<file path="src/rtl/spi_ram_pkg.sv">
// Shared opcode encoding and width helpers for the SPI-attached burst RAM slave.
package spi_ram_pkg;

    typedef enum logic [1:0] {
        OP_WR_ADDR = 2'b00,
        OP_WR_DATA = 2'b01,
        OP_RD_ADDR = 2'b10,
        OP_RD_DATA = 2'b11
    } opcode_e;

    localparam int OP_W = 2;

    // The opcode sits in the top OP_W bits of a command word; payload is right-aligned below it.
    function automatic int op_msb(input int cmd_w);
        return cmd_w - 1;
    endfunction

    function automatic int op_lsb(input int cmd_w);
        return cmd_w - OP_W;
    endfunction

    function automatic int max_int(input int a, input int b);
        return (a > b) ? a : b;
    endfunction

endpackage

</file>
<file path="src/rtl/ram_sp_array.sv">
// Single-port storage with synchronous read, optional output register and a matching valid
// pipeline. Storage is never reset; only the read path is flushed by rst_n.
module ram_sp_array #(
    parameter int DATA_W    = 8,
    parameter int ADDR_W    = 8,
    parameter int MEM_DEPTH = 256,
    parameter int READ_LAT  = 1
) (
    input  logic              clk,
    input  logic              rst_n,
    input  logic              i_we,
    input  logic              i_re,
    input  logic [ADDR_W-1:0] i_addr,
    input  logic [DATA_W-1:0] i_wdata,
    output logic [DATA_W-1:0] o_rdata,
    output logic              o_rvalid
);

    logic [DATA_W-1:0] r_mem [MEM_DEPTH];
    logic [DATA_W-1:0] r_rd_data;
    logic              r_rd_valid;

    always_ff @(posedge clk) begin
        if (i_we) begin
            r_mem[i_addr] <= i_wdata;
        end
    end

    // First read stage: data register only loads on a read so the output holds between words.
    always_ff @(posedge clk or negedge rst_n) begin
        if (!rst_n) begin
            r_rd_data  <= '0;
            r_rd_valid <= 1'b0;
        end else begin
            r_rd_valid <= i_re;
            if (i_re) begin
                r_rd_data <= r_mem[i_addr];
            end
        end
    end

    if (READ_LAT == 2) begin : g_out_reg
        logic [DATA_W-1:0] r_out_data;
        logic              r_out_valid;

        always_ff @(posedge clk or negedge rst_n) begin
            if (!rst_n) begin
                r_out_data  <= '0;
                r_out_valid <= 1'b0;
            end else begin
                r_out_valid <= r_rd_valid;
                if (r_rd_valid) begin
                    r_out_data <= r_rd_data;
                end
            end
        end

        assign o_rdata  = r_out_data;
        assign o_rvalid = r_out_valid;
    end else begin : g_no_out_reg
        assign o_rdata  = r_rd_data;
        assign o_rvalid = r_rd_valid;
    end

endmodule

</file>
<file path="src/rtl/spi_ram_burst.sv">
// RAM slave behind an SPI shifter: decodes opcode+payload words, keeps independent write and
// read pointers with optional auto-increment, returns read data and flags rejected commands.
module spi_ram_burst
    import spi_ram_pkg::*;
#(
    parameter int DATA_W    = 8,
    parameter int ADDR_W    = 8,
    parameter int MEM_DEPTH = 256,
    parameter int READ_LAT  = 1,
    parameter int AUTO_INC  = 1,
    localparam int PAY_W    = max_int(DATA_W, ADDR_W),
    localparam int CMD_W    = PAY_W + OP_W
) (
    input  logic              clk,
    input  logic              rst_n,
    input  logic [CMD_W-1:0]  rx_data,
    input  logic              rx_valid,
    output logic [DATA_W-1:0] tx_data,
    output logic              tx_valid,
    output logic              err
);

    localparam int OP_MSB = op_msb(CMD_W);
    localparam int OP_LSB = op_lsb(CMD_W);

    opcode_e           w_op;
    logic [PAY_W-1:0]  w_payload;
    logic [ADDR_W-1:0] w_addr;
    logic [DATA_W-1:0] w_wdata;
    logic              w_addr_ok;

    logic [ADDR_W-1:0] r_wr_ptr, w_wr_ptr_d;
    logic [ADDR_W-1:0] r_rd_ptr, w_rd_ptr_d;
    logic              r_wr_armed, w_wr_armed_d;
    logic              r_rd_armed, w_rd_armed_d;
    logic              r_err, w_err_d;
    logic              w_we, w_re;
    logic [ADDR_W-1:0] w_ram_addr;

    assign w_op      = opcode_e'(rx_data[OP_MSB:OP_LSB]);
    assign w_payload = rx_data[PAY_W-1:0];
    assign w_addr    = w_payload[ADDR_W-1:0];
    assign w_wdata   = w_payload[DATA_W-1:0];
    assign w_addr_ok = (32'(w_addr) < 32'(MEM_DEPTH));

    // Wrap explicitly at MEM_DEPTH-1 so non-power-of-two depths never see an illegal pointer.
    function automatic logic [ADDR_W-1:0] next_ptr(input logic [ADDR_W-1:0] ptr);
        if (AUTO_INC == 0) begin
            return ptr;
        end
        return (32'(ptr) == 32'(MEM_DEPTH - 1)) ? '0 : ptr + 1'b1;
    endfunction

    always_comb begin
        w_wr_ptr_d   = r_wr_ptr;
        w_rd_ptr_d   = r_rd_ptr;
        w_wr_armed_d = r_wr_armed;
        w_rd_armed_d = r_rd_armed;
        w_err_d      = 1'b0;
        w_we         = 1'b0;
        w_re         = 1'b0;
        if (rx_valid) begin
            unique case (w_op)
                OP_WR_ADDR: begin
                    w_wr_armed_d = w_addr_ok;
                    w_err_d      = !w_addr_ok;
                    if (w_addr_ok) begin
                        w_wr_ptr_d = w_addr;
                    end
                end
                OP_WR_DATA: begin
                    if (r_wr_armed) begin
                        w_we       = 1'b1;
                        w_wr_ptr_d = next_ptr(r_wr_ptr);
                    end else begin
                        w_err_d = 1'b1;
                    end
                end
                OP_RD_ADDR: begin
                    w_rd_armed_d = w_addr_ok;
                    w_err_d      = !w_addr_ok;
                    if (w_addr_ok) begin
                        w_rd_ptr_d = w_addr;
                    end
                end
                OP_RD_DATA: begin
                    if (r_rd_armed) begin
                        w_re       = 1'b1;
                        w_rd_ptr_d = next_ptr(r_rd_ptr);
                    end else begin
                        w_err_d = 1'b1;
                    end
                end
            endcase
        end
    end

    always_ff @(posedge clk or negedge rst_n) begin
        if (!rst_n) begin
            r_wr_ptr   <= '0;
            r_rd_ptr   <= '0;
            r_wr_armed <= 1'b0;
            r_rd_armed <= 1'b0;
            r_err      <= 1'b0;
        end else begin
            r_wr_ptr   <= w_wr_ptr_d;
            r_rd_ptr   <= w_rd_ptr_d;
            r_wr_armed <= w_wr_armed_d;
            r_rd_armed <= w_rd_armed_d;
            r_err      <= w_err_d;
        end
    end

    // One command per cycle, so write and read never contend for the single port.
    assign w_ram_addr = w_we ? r_wr_ptr : r_rd_ptr;

    ram_sp_array #(
        .DATA_W    (DATA_W),
        .ADDR_W    (ADDR_W),
        .MEM_DEPTH (MEM_DEPTH),
        .READ_LAT  (READ_LAT)
    ) u_ram (
        .clk      (clk),
        .rst_n    (rst_n),
        .i_we     (w_we),
        .i_re     (w_re),
        .i_addr   (w_ram_addr),
        .i_wdata  (w_wdata),
        .o_rdata  (tx_data),
        .o_rvalid (tx_valid)
    );

    assign err = r_err;

endmodule
</file>
<file path="config.mk">
export PLATFORM = sky130hd
export DESIGN_NAME = spi_ram_burst
export DESIGN_NICKNAME = d
export VERILOG_FILES = /design/src/rtl/spi_ram_pkg.sv /design/src/rtl/ram_sp_array.sv /design/src/rtl/spi_ram_burst.sv
export SDC_FILE = /design/constraint.sdc
export NUM_CORES = 2
export LEC_CHECK = 0
export BUFFER_PORTS_ARGS = -buffer_cell sky130_fd_sc_hd__buf_4
export CAP_MARGIN = 10
export CORE_MARGIN = 4
export CORE_UTILIZATION = 54
export DETAILED_ROUTE_END_ITERATION = 10
export PLACE_DENSITY = 0.69
export SETUP_SLACK_MARGIN = 0.4
export SLEW_MARGIN = 10
export SYNTH_ARGS = -nofsm -noshare
export SYNTH_HDL_FRONTEND = slang
export SYNTH_SLANG_ARGS = --single-unit
</file>
<file path="constraint.sdc">
create_clock -name clk -period 4.5 [get_ports clk]
set_input_delay 0.675 -clock clk [delete_from_list [all_inputs] [get_ports clk]]
set_output_delay 0.675 -clock clk [all_outputs]
set_load 0.005 [all_outputs]
</file>
## Word level (Yosys, flattened, before mapping)

Memories as Yosys holds them, arrays and structs flattened. A register that Yosys moved wholly into a read port is not among the register bits.
Cells that the tools add are included.
W data, S select, Z words.

- Add/subtract/negate cells: 2
- Equality and inequality tests: 7
- Muxes and demuxes: 19
- Reduce and logical (&&, ||, !) cells: 9

Operators by type and width:

| cell | number |
|---|---|
| $mux W8 | 5 |
| $pmux W8 S2 | 2 |
| $add A8 B1 Y8 const B | 2 |
| $eq A8 B8 Y1 const B | 2 |
| $mux W1 | 11 |
| $reduce_and A3 Y1 | 2 |
| $eq A2 B2 Y1 const B | 2 |
| $ne A2 B2 Y1 const B | 2 |
| $reduce_and A2 Y1 | 2 |
| $reduce_bool A2 Y1 | 2 |
| $pmux W1 S3 | 1 |
| $eq A2 B1 Y1 const B | 1 |
| $logic_not A2 Y1 | 1 |
| $reduce_or A2 Y1 | 1 |
| $logic_not A1 Y1 | 1 |

- Register bits after elaboration: 20
- Bits in writable memories: 2048
- Input bits: 13
- Output and inout bits: 10
- Word-level logic and storage cells: 44
- Memories kept: 1

Memory list:

| name | words | width | rd ports | clocked after Yosys merged registers in | write ports | line | RTL |
|---|---|---|---|---|---|---|---|
| u_ram.r_mem | 256 | 8 | 1 | 1 | 1 | ram_sp_array.sv:19 | `logic [DATA_W-1:0] r_mem [MEM_DEPTH];` |

## Depth between registers and ports, before layout

- Depth in word-level cells: 5
- Mapped depth: 14
- Mapped depth without buffers: 9

## Modules after synthesis

A second synthesis with hierarchy kept.

- Cells, all modules: 3736
- Area, all modules: 80818.8 µm²

By module, submodules not included:

| module | instances | cells an instance | area an instance (µm²) | sequential area each (µm²) |
|---|---|---|---|---|
| ram_sp_array | 1 | 3592 | 79557.6 | 61724.2 |
| spi_ram_burst | 1 | 144 | 1261.2 | 475.5 |

## Least setup slack after synthesis

Ideal clock, no wire load.

- Path type: in2reg
- Start: input port rx_data[9]
- End: memory u_ram.r_mem[193][0] (enable)
- Setup time: 0.395 ns
- Arrival time: 3.043 ns
- Data required time: 4.105 ns
- Path slack: 1.062 ns
- Stages on the path: 8
- Path buffers: 5
- Cell sequence: and4b_1 mux2_1 buf_4 buf_4 buf_2 buf_2 buf_2 nor4_1

- Longest elaborated chain between the ends: 5
- Elaborated cells between the ends (all ways): 6
- Those cells by class: eq/ne: 1; mux: 5

Ends and longest elaborated chain:

| what | line | RTL |
|---|---|---|
| start: declaration | spi_ram_burst.sv:16 | `input logic [CMD_W-1:0] rx_data,` |
| $eq A2 B1 Y1 * | spi_ram_burst.sv:63 | `unique case (w_op)` |
| $mux W1 * | spi_ram_burst.sv:63 |  |
| $mux W1 * | spi_ram_burst.sv:62 | `if (rx_valid) begin` |
| $mux W1 | ram_sp_array.sv:24 | `if (i_we) begin` |
| $mux W1 (not written as such) | ram_sp_array.sv:25 | `r_mem[i_addr] <= i_wdata;` |
| end: declaration | ram_sp_array.sv:19 |  |

Mark *: on every way between the ends. The rest lies on a longest branch, timed or not.

## Worst setup path in the final report

- Start: register r_wr_armed
- End: register u_ram.r_rd_data[6], in the netlist u_ram.o_rdata[6] (read register of u_ram.r_mem)

- Longest elaborated chain between the ends: 4

Ends and longest elaborated chain:

| what | line | RTL |
|---|---|---|
| start: declaration | spi_ram_burst.sv:34 | `logic r_wr_armed, w_wr_armed_d;` |
| start signal: assignment | spi_ram_burst.sv:108 | `r_wr_armed <= w_wr_armed_d;` |
| $mux W1 | spi_ram_burst.sv:72 | `if (r_wr_armed) begin` |
| $mux W1 | spi_ram_burst.sv:63 |  |
| $mux W1 | spi_ram_burst.sv:62 |  |
| $mux W8 | spi_ram_burst.sv:115 | `assign w_ram_addr = w_we ? r_wr_ptr : r_rd_ptr;` |
| end: declaration | ram_sp_array.sv:20 | `logic [DATA_W-1:0] r_rd_data;` |

Every way passes these cells.
A chain may end at the register's enable or synchronous reset.

==> impl_metrics.yaml <==
run_status:
  outcome: "finished, final reports clean"
worst_setup_path:
  max_stage_delay_ps: 670
  worst_path_dominant_cell_family: "compound AO/OA/AOI/OAI gates"
  crit_type: "reg -> reg"
  critPathRequiredTime_ps: 5230
  cp-start-kind: "register"
  critPathBufInv: 3
  path_cells: "nand4b_4 -> mux2i_4 -> buf_12 -> buf_4 -> mux4_2 -> a21oi_1 -> a21oi_1 -> a211oi_1 -> nand4_1 -> buf_4 -> o32a_1"
  cp-end-kind: "register"
  worst_ep_arrival_time_ps: 4830
  crit_path_max_fanout: 34
  critPathSlowestCell: "a211oi_1"
floorplan:
  die_y_um: 399.8
  start_util: 0.5444
  pin_count: 23
  std_cell_rows: 143
  coreArea_um2: 152300
  die_x_um: 399.8
  die_area_um2: 159800
detailed_routing:
  drt_iter0_markers: 8630
  avgViaCountPerCell: 6.427
  dr_total_vias: 55560
  dr_wl_met3_mm: 34.56
  wl_per_cell_um: 29.85
  top_layer: "met5"
  ant_nets: 0
  post-route-drc-count: 0
  first_pass_iters: 10
  wl_met1_mm: 93.32
  wl_met2_mm: 115.7
  wl_mm: 258.0
synthesis:
  synth_top_area_cell: "edfxtp_1"
  yosysSeqAreaShare: 0.7504
  yosysWarnings: 0
  netlist_instances: 6092
  synth_edf_count: 2048
  yosys-top-cells-area: "edfxtp_1 74%, nand2_1 7.5%, nand3_1 3.7%, mux2i_1 1.7%, nor2_1 1.4%"
  synth_area_um2: 82890
  synth_top_area_frac: 0.7419
  synth_fp_nets: 6107
  synth_cell_type_count: 72
  synth_ff_type: "edfxtp_1"
  avgSynthCellArea_um2: 13.61
  synth-seq-cells: 2076
  synthArstFlopShare: 0.01349
finish:
  seqCellArea_um2: 62200
  layout-drive-gt1-share: 0.1381
  fillCellCount: 10950
  syn_to_final_growth_pct: 14.61
  final_common_cell: "edfxtp_1"
  final_cell_mix: "2048 x edfxtp_1, 1654 x nand2_1, 611 x nand3_1"
  num-nets-final: 6460
  fin_cells: 8644
  multiInputGateArea_um2: 18870
clock_network:
  cts_root_buf: "clkbuf_16"
  cts_max_path_buffers: 3
  path_clk_slew_ps: 70
  clk_latency_ps: 860
  htreeDepth: 4
  cts_tree: "yes"
  cts_sinks: 2076
  numCtsBuffers: 201
power:
  power_leakage_uw: 0.03235
  powerDensity_nw_per_um2: 467.9
  irDropWorstVdd_mv: 0.4607
place:
  routabilityCongestion: 0.9681
  place_inst: 8268
  dp_hpwl_mm: 161.5
  numPortBuffers: 22
sta:
  fin_skew_ps: 53.25
  hold_violations: 0
  fin_crit_sh: 0.9106
  fin_crit_ps: 4098
  slew_headroom: 0.1860
  setup_viol: 0
  worst_pin_slew_ps: 1213
  setup_tns_ps: 0
  rsz0062_at_grt: "false"
  finalMaxSlewViolations: 0
  max_freq_mhz: 244.0
flow_run:
  drv_cap: 0
grt:
  grt_pass1_wl_mm: 368.6
  grt_pass1_vias: 52100
  grtUsageTotal: 0.3208
  antenna_found_initial: 9
  grt.overflow.total: 0
  grt_max_degree: 134
hold_path:
  hp-class: "in -> reg"
==> layer usage <==
layer,track usage,vias up
met5,0,-
met4,0.1591,8
met3,0.09015,689
met2,0.4758,4023
met1,0.4392,27420
li1,-,23420
==> power by group <==
group | leakage (µW) | internal (µW) | switching [µW]
Clock | 0.00312 | 9150 | 7190
Sequential | 0.0187 | 21300 | 153
Combinational | 0.0105 | 1940 | 4710
==> cell type report <==
type | count | area share
antenna | 3 | 0.00007903
inverter | 6 | 0.0002371
clock inverter | 97 | 0.009364
clock buffer | 272 | 0.05748
timing repair buffer | 553 | 0.05268
tap | 2030 | 0.02674
multi-input combinational | 3607 | 0.1987
sequential | 2076 | 0.6548
==> synth_stat cells, drive strengths merged (3+ instances only) <==
library cell  instances
a211oi                5
a21o                  4
a21oi                77
a22oi                 9
a311o                 3
a311oi               56
a31oi                97
a32o                  3
a32oi                95
a41o                  3
a41oi                18
and2                  7
and3                 71
buf                 304
clkbuf               99
dfrtp                28
edfxtp             2048
inv                   6
mux2                 11
mux2i               145
mux4                 36
nand2              1654
nand2b                9
nand3               611
nand4               102
nor2                325
nor2b                 8
nor3                 49
nor4                 20
o2111ai              64
o211ai               12
o21ai                51
o221ai                6
o22ai                23
o32a                  3
==> flip-flops by register name, summed over array words and instances, names as in the netlist <==
| name | count |
|---|---|
| r_wr_armed | 1 |
| err | 1 |
| u_ram.r_mem | 2048 |
| u_ram.o_rvalid | 1 |
| r_rd_armed | 1 |
| r_wr_ptr | 8 |
| u_ram.o_rdata | 8 |
| r_rd_ptr | 8 |
==> cells by family after synthesis <==
logic type,share of synthesized area
AO/OA/AOI/OAI,0.04833
adder cells (fa/ha/maj),0.0003018
buffers and inverters,0.02447
flip-flops,0.7504
multiplexers,0.02898
AND/OR/NAND/NOR,0.1475
==> path summary, 6_finish.rpt <==
path                                 start                to  slack [ps]  cells past startpoint
worst max-delay path            r_wr_armed  u_ram.o_rdata[6]         400                     11
worst min-delay path            rx_data[8]        r_wr_armed         150                      2
worst max register to register  r_wr_armed  u_ram.o_rdata[6]         400                     11
worst min register to register  r_rd_armed        r_rd_armed         570                      2
max in group asynchronous            rst_n  u_ram.o_rdata[2]        3760                      2
min in group asynchronous            rst_n    u_ram.o_rvalid         340                      2
==> per-stage QoR <==
step | instance area, µm² | setup slack, ps | hold WS (ps) | total power, µW | utilization
floorplan | 82890 | 1062 | 379.4 | 25180 | -
global placement | 88590 | -452.4 | 521.3 | 28230 | 0.5818
detailed placement | 88590 | -420.7 | 541.6 | 28310 | 0.5818
CTS | 94950 | 410.5 | 90.10 | 44330 | 0.6236
global route | 94990 | 406.4 | 136.3 | 45610 | 0.6239
finish | 95000 | 402.3 | 146.6 | 44450 | 0.6239
==> timing repair <==
action / 4_1_cts / 5_1_grt
cloned: 0 / 0
hold buffers: 1 / 0
hold endpoints to repair: 28 / 0
resized for setup: 1 / 3
endpoints found under the setup margin: 1 / 4
buffers inserted: 0 / 3
(Power assumes the default switching activity.)
